<file path="src/rtl/sat_addsub_pipe.sv">
// Two-stage signed add/subtract with optional saturation.
// Valid/ready on both sides; sticky overflow flag on delivered beats.
module sat_addsub_pipe #(
  parameter int WIDTH = 16
) (
  input  logic             clk,
  input  logic             rst,
  input  logic             in_valid,
  output logic             in_ready,
  input  logic [WIDTH-1:0] in1,
  input  logic [WIDTH-1:0] in2,
  input  logic             op,
  input  logic             sat_en,
  output logic             out_valid,
  input  logic             out_ready,
  output logic [WIDTH-1:0] out,
  output logic             zr,
  output logic             neg,
  output logic             ov,
  output logic             sticky_ov,
  input  logic             clr_sticky
);

  logic             s1_vld_q, s1_vld_d;
  logic [WIDTH:0]   s1_sum_q, s1_sum_d;
  logic             s1_sat_q, s1_sat_d;
  logic             s2_vld_q, s2_vld_d;
  logic [WIDTH-1:0] out_q, out_d;
  logic             zr_q, zr_d;
  logic             neg_q, neg_d;
  logic             ov_q, ov_d;
  logic             sticky_q, sticky_d;

  logic             s1_load, s2_load;
  logic             acc, dlv;
  logic [WIDTH:0]   a_x, b_x;
  logic             pos_ov, neg_ov;
  logic [WIDTH-1:0] res;

  assign s2_load  = ~s2_vld_q | out_ready;
  assign s1_load  = ~s1_vld_q | s2_load;
  assign in_ready = s1_load & ~rst;
  assign acc      = in_valid & in_ready;
  assign dlv      = s2_vld_q & out_ready;

  // One extra bit keeps A-MIN exact.
  assign a_x = {in1[WIDTH-1], in1};
  assign b_x = {in2[WIDTH-1], in2};

  always_comb begin
    s1_vld_d = s1_vld_q;
    s1_sum_d = s1_sum_q;
    s1_sat_d = s1_sat_q;
    if (s1_load) begin
      s1_vld_d = acc;
      if (acc) begin
        s1_sum_d = op ? (a_x - b_x) : (a_x + b_x);
        s1_sat_d = sat_en;
      end
    end
  end

  assign pos_ov = ~s1_sum_q[WIDTH] &  s1_sum_q[WIDTH-1];
  assign neg_ov =  s1_sum_q[WIDTH] & ~s1_sum_q[WIDTH-1];

  always_comb begin
    res = s1_sum_q[WIDTH-1:0];
    unique case (1'b1)
      s1_sat_q & pos_ov: res = {1'b0, {(WIDTH-1){1'b1}}};
      s1_sat_q & neg_ov: res = {1'b1, {(WIDTH-1){1'b0}}};
      default:           res = s1_sum_q[WIDTH-1:0];
    endcase
  end

  always_comb begin
    s2_vld_d = s2_vld_q;
    out_d    = out_q;
    zr_d     = zr_q;
    neg_d    = neg_q;
    ov_d     = ov_q;
    if (s2_load) begin
      s2_vld_d = s1_vld_q;
      if (s1_vld_q) begin
        out_d = res;
        zr_d  = (res == '0);
        neg_d = res[WIDTH-1];
        ov_d  = pos_ov | neg_ov;
      end
    end
    // Set beats clear when both happen together.
    sticky_d = (dlv & ov_q) | (sticky_q & ~clr_sticky);
  end

  always_ff @(posedge clk) begin
    if (rst) begin
      s1_vld_q <= 1'b0;
      s1_sum_q <= '0;
      s1_sat_q <= 1'b0;
      s2_vld_q <= 1'b0;
      out_q    <= '0;
      zr_q     <= 1'b0;
      neg_q    <= 1'b0;
      ov_q     <= 1'b0;
      sticky_q <= 1'b0;
    end else begin
      s1_vld_q <= s1_vld_d;
      s1_sum_q <= s1_sum_d;
      s1_sat_q <= s1_sat_d;
      s2_vld_q <= s2_vld_d;
      out_q    <= out_d;
      zr_q     <= zr_d;
      neg_q    <= neg_d;
      ov_q     <= ov_d;
      sticky_q <= sticky_d;
    end
  end

  assign out_valid = s2_vld_q;
  assign out       = out_q;
  assign zr        = zr_q;
  assign neg       = neg_q;
  assign ov        = ov_q;
  assign sticky_ov = sticky_q;

endmodule
</file>
<file path="config.mk">
export PLATFORM = sky130hd
export DESIGN_NAME = sat_addsub_pipe
export DESIGN_NICKNAME = d
export VERILOG_FILES = /design/src/rtl/sat_addsub_pipe.sv
export SDC_FILE = /design/constraint.sdc
export NUM_CORES = 1
export LEC_CHECK = 0
export ABC_AREA = 1
export ABC_CLOCK_PERIOD_IN_PS = 3000
export CAP_MARGIN = 15
export CORE_ASPECT_RATIO = 0.5
export CORE_MARGIN = 10
export CORE_UTILIZATION = 35
export DETAILED_ROUTE_END_ITERATION = 16
export PLACE_DENSITY = 0.68
export SETUP_SLACK_MARGIN = 0.1
export SLEW_MARGIN = 40
export SYNTH_ARGS = -nofsm -noshare
export SYNTH_HDL_FRONTEND = slang
export SYNTH_SLANG_ARGS = --single-unit
</file>
<file path="constraint.sdc">
create_clock -name clk -period 3 [get_ports clk]
set_clock_uncertainty 0.05 [all_clocks]
set_input_delay 0.3 -clock clk [delete_from_list [all_inputs] [get_ports clk]]
set_output_delay 0.3 -clock clk [all_outputs]
set_load 0.02 [all_outputs]
</file>
==> results.md <==
- Slew HR: 68.21%
- Final hold violation count: 0
- Net Sw Frac: between 30 and 40%
- Total Wirelength: about 7300 um
- Hpwl dp: approximately 6000 um
- Clock slew at reported path FFs: 0.05 ns
- Leak Pwr: between 1.5 and 2 nW
- Root Buffer: clkbuf_16
- Chip width: around 150 um
- Reg2reg setup slack: ~1.4 ns
- Sw power: roughly 0.00058 W
- Setup WS post-layout: slightly below 0.3 ns
- WL met1: about 3800 um
- CP Max Fanout: 6
- Crit path arrival time: 2.84 ns
- Via density per instance: 4.559
- # diodes: 0
- Core area: around 8000 sq um
- Routed wl met3: about 360 um
- Pwr Density: 462.7 nW/um^2
- CTS tree: built
- Nature of the critical path startpoint: input pin
- Die area: about 13,000 sq um
- R2r startpoint: s1_sum_q[15]
- RSZ-0062 raised after global routing: yes
- Sum Neg Setup Slack: 0 ns
- Synth-to-layout area growth: 32.25%
- First-pass GRT wire length: 12,620 um
- Clk buf depth: 2
- Primary FF master, synth: dfxtp_1
- Total power: approximately 0.0018 W
- Setup-failing EPs final: 0
- Initial antenna violation count: 0
- Avg WL per Cell: roughly 12 um
- Layout cells sized above 1: a little under a tenth
- Worst r2r dst: zr
- Worst Setup Path Type: input pin to register
- Status: completed
- Row count: 23
- Max-slew violation count: 0
- Final antenna-violating net count: 0
- P_int: around 0.0012 W
- Hold_sp: s1_sum_q[8]
- Pre-CTS setup slack: -0.06556 ns
- DRC marker count from the first detailed-route iteration: between 150 and 200
- Via Count: about 2,800
- Vias in the first global route: approximately 2,800
- Syn avg cell area: between 6 and 7 sq um
- Fmax: between 300 and 400 MHz
- Layout Utilization: a little under half
- Synthesized cell area: around 2900 sq um
- Post-CTS Repair Setup Buffers: 0
- HP Class: register to register
- Ys async rst share: 0%
- Syn Inst Count: ~450
- GP Congestion: between 0.9 and 1
- Yosys reg bits: 39
- Hold slack: roughly 0.43 ns
- Met2 wire len: 3086 um
- Top Layer Used: met4
- Initial core utilization: ~36%
- Fin crit period: approximately 2.7 ns
- Netlist cell types: 33
- Critical path required time: 3.13 ns
- Synth warn: 0
- Drt pass-1 iters: 4
- Reg power frac: about 34%
- Least-Margin Pin Slew: between 0.4 and 0.5 ns
- Worst vdd ir: between 0.00015 and 0.0002 V
- Hold path depth: 2
- EDFF count, synth: 0
- Post-synthesis sequential area ratio: between 20% and 30%
- Tcrit/Tclk final: between 90% and 100%
- CTS sink count: 39
- DRC Markers: 0
- CP endpoint kind: register
- Logic pwr share: 35.3%
- Gr usage total: between 10% and 20%
- Largest net degree at the start of global routing: 32
- Reg2reg path depth: 10
- IO Count: 61
- Hold endpoint: s1_sum_q[8]
- Port Buffers: 60
- Grt ovf: 0
- Clk pwr share: a little under a third
- Die H: around 84 um
- Synthesized Nets: ~510
- H-tree levels: 2
- MaxCap Viol Count: 0
- Clock Latency Late Sink: between 0.2 and 0.3 ns
- TritonCTS buffer count: 5
- Nets: 570
cells in the mapped netlist, types with 2 or more instances:
cell type	number	area share [%]
nor2_2	2	0.43
nor2_4	3	1.2
xor2_1	10	3.0
xnor2_1	10	3.0
inv_2	3	0.39
nor3_1	5	0.87
clkbuf_1	2	0.26
nand3b_1	2	0.52
o21ai_2	5	1.5
nand2_1	116	15
nand3_1	30	5.2
inv_1	64	8.3
buf_2	6	1.0
o21ai_0	42	7.3
nor2_1	33	4.3
a21oi_1	33	5.7
dfxtp_1	39	27
o21bai_1	3	0.78
nand2_2	6	1.3
buf_6	2	0.78
ha_1	19	8.2
o21ai_1	2	0.35
power by group through the flow:
stage | logic [W] | clock network, W | registers, W
after floorplan | 0.000388 | 0 | 0.000630
after CTS | 0.000608 | 0.000549 | 0.000605
after detailed placement | 0.000602 | 0 | 0.000615
after global routing | 0.000709 | 0.000576 | 0.000611
final | 0.000623 | 0.000539 | 0.000605
after global placement | 0.000599 | 0 | 0.000613
cells in the final DEF, fill, tap and decap left out, types with 5 or more instances in the layout:
cell / synthesis / final
nand3_1: 30 / 30
clkbuf_16: 0 / 5
xor2_1: 10 / 10
nand2_1: 116 / 114
buf_4: 1 / 7
dfxtp_1: 39 / 39
nand2_2: 6 / 8
inv_1: 64 / 64
o21ai_0: 42 / 41
ha_1: 19 / 17
o21ai_2: 5 / 5
a21oi_2: 1 / 6
xnor2_1: 10 / 10
clkdlybuf4s50_1: 0 / 60
a21oi_1: 33 / 28
nor2_1: 33 / 33
final cells by class:
class	instances	area, sq um
Multi-Input combinational cell	331	1836
Sequential cell	39	780.7
Clock buffer	8	156.4
Tap cell	112	140.1
Fill cell	844	4183
Inverter	67	251.5
Timing Repair Buffer	67	653.1
sequential cells by signal, summed over array words and instances, names as in the netlist:
name       cells
s1_vld_q       1
s1_sum_q      17
zr             1
s1_sat_q       1
out_valid      1
sticky_ov      1
ov             1
out           16
per-layer routing:
| metal | vias to the layer above | GRT usage (%) |
|---|---|---|
| met1 | 1242 | 16.00 |
| met5 | - | 0 |
| met3 | 7 | 3.105 |
| met2 | 43 | 17.76 |
| met4 | 0 | 3.220 |
| li1 | 1553 | - |
worst max path at each step:
stage / to / depth (start not counted) / slack, ns / from
4_1_cts: s1_sum_q[13] / 19 / 0.22 / in2[0]
6_report: s1_sum_q[13] / 18 / 0.29 / in2[0]
5_1_grt: s1_sum_q[13] / 18 / 0.05 / in2[0]
3_5_place_dp: s1_sum_q[13] / 19 / -0.07 / in2[0]
2_1_floorplan: s1_sum_q[15] / 17 / 0.68 / in2[1]
3_3_place_gp: s1_sum_q[13] / 19 / 0.0004 / in2[0]
critical path, stage by stage:
cell and delay (ns):
clkdlybuf4s50_1 0.46, inv_1 0.08, ha_1 0.16, nand2_1 0.08, o21ai_2 0.19, o21ai_2 0.11
nor2_4 0.11, xor2_1 0.18, ha_1 0.33, nand2_1 0.10, nand2_1 0.08, o21bai_1 0.16
nor2_1 0.14, nand2_1 0.07, nand2_1 0.06, nand3_1 0.11, nand2_1 0.09, inv_1 0.03
per-stage QoR:
stage / std cells / area (sq um)
6_report: 624 / 3817
5_1_grt: 624 / 3817
4_1_cts: 624 / 3769
3_5_place_dp: 616 / 3612
3_3_place_gp: 616 / 3612
2_1_floorplan: 448 / 2887
cell families (layout without fill, tap and decap cells):
family	Yosys count	count (layout)	share of synthesized area (%)
compound gates	87	87	16.38
xor+xnor	20	20	6.068
fa+ha+maj	20	20	8.929
buf+inv	78	142	11.05
flops	39	39	27.05
simple gates	204	204	30.52
repair_timing:
| item | 4_1_cts | 5_1_grt |
|---|---|---|
| endpoints found under the setup margin | 0 | 7 |
| gates resized for setup | 0 | 12 |
| hold buffers | 0 | 0 |
(Power assumes the default switching activity.)
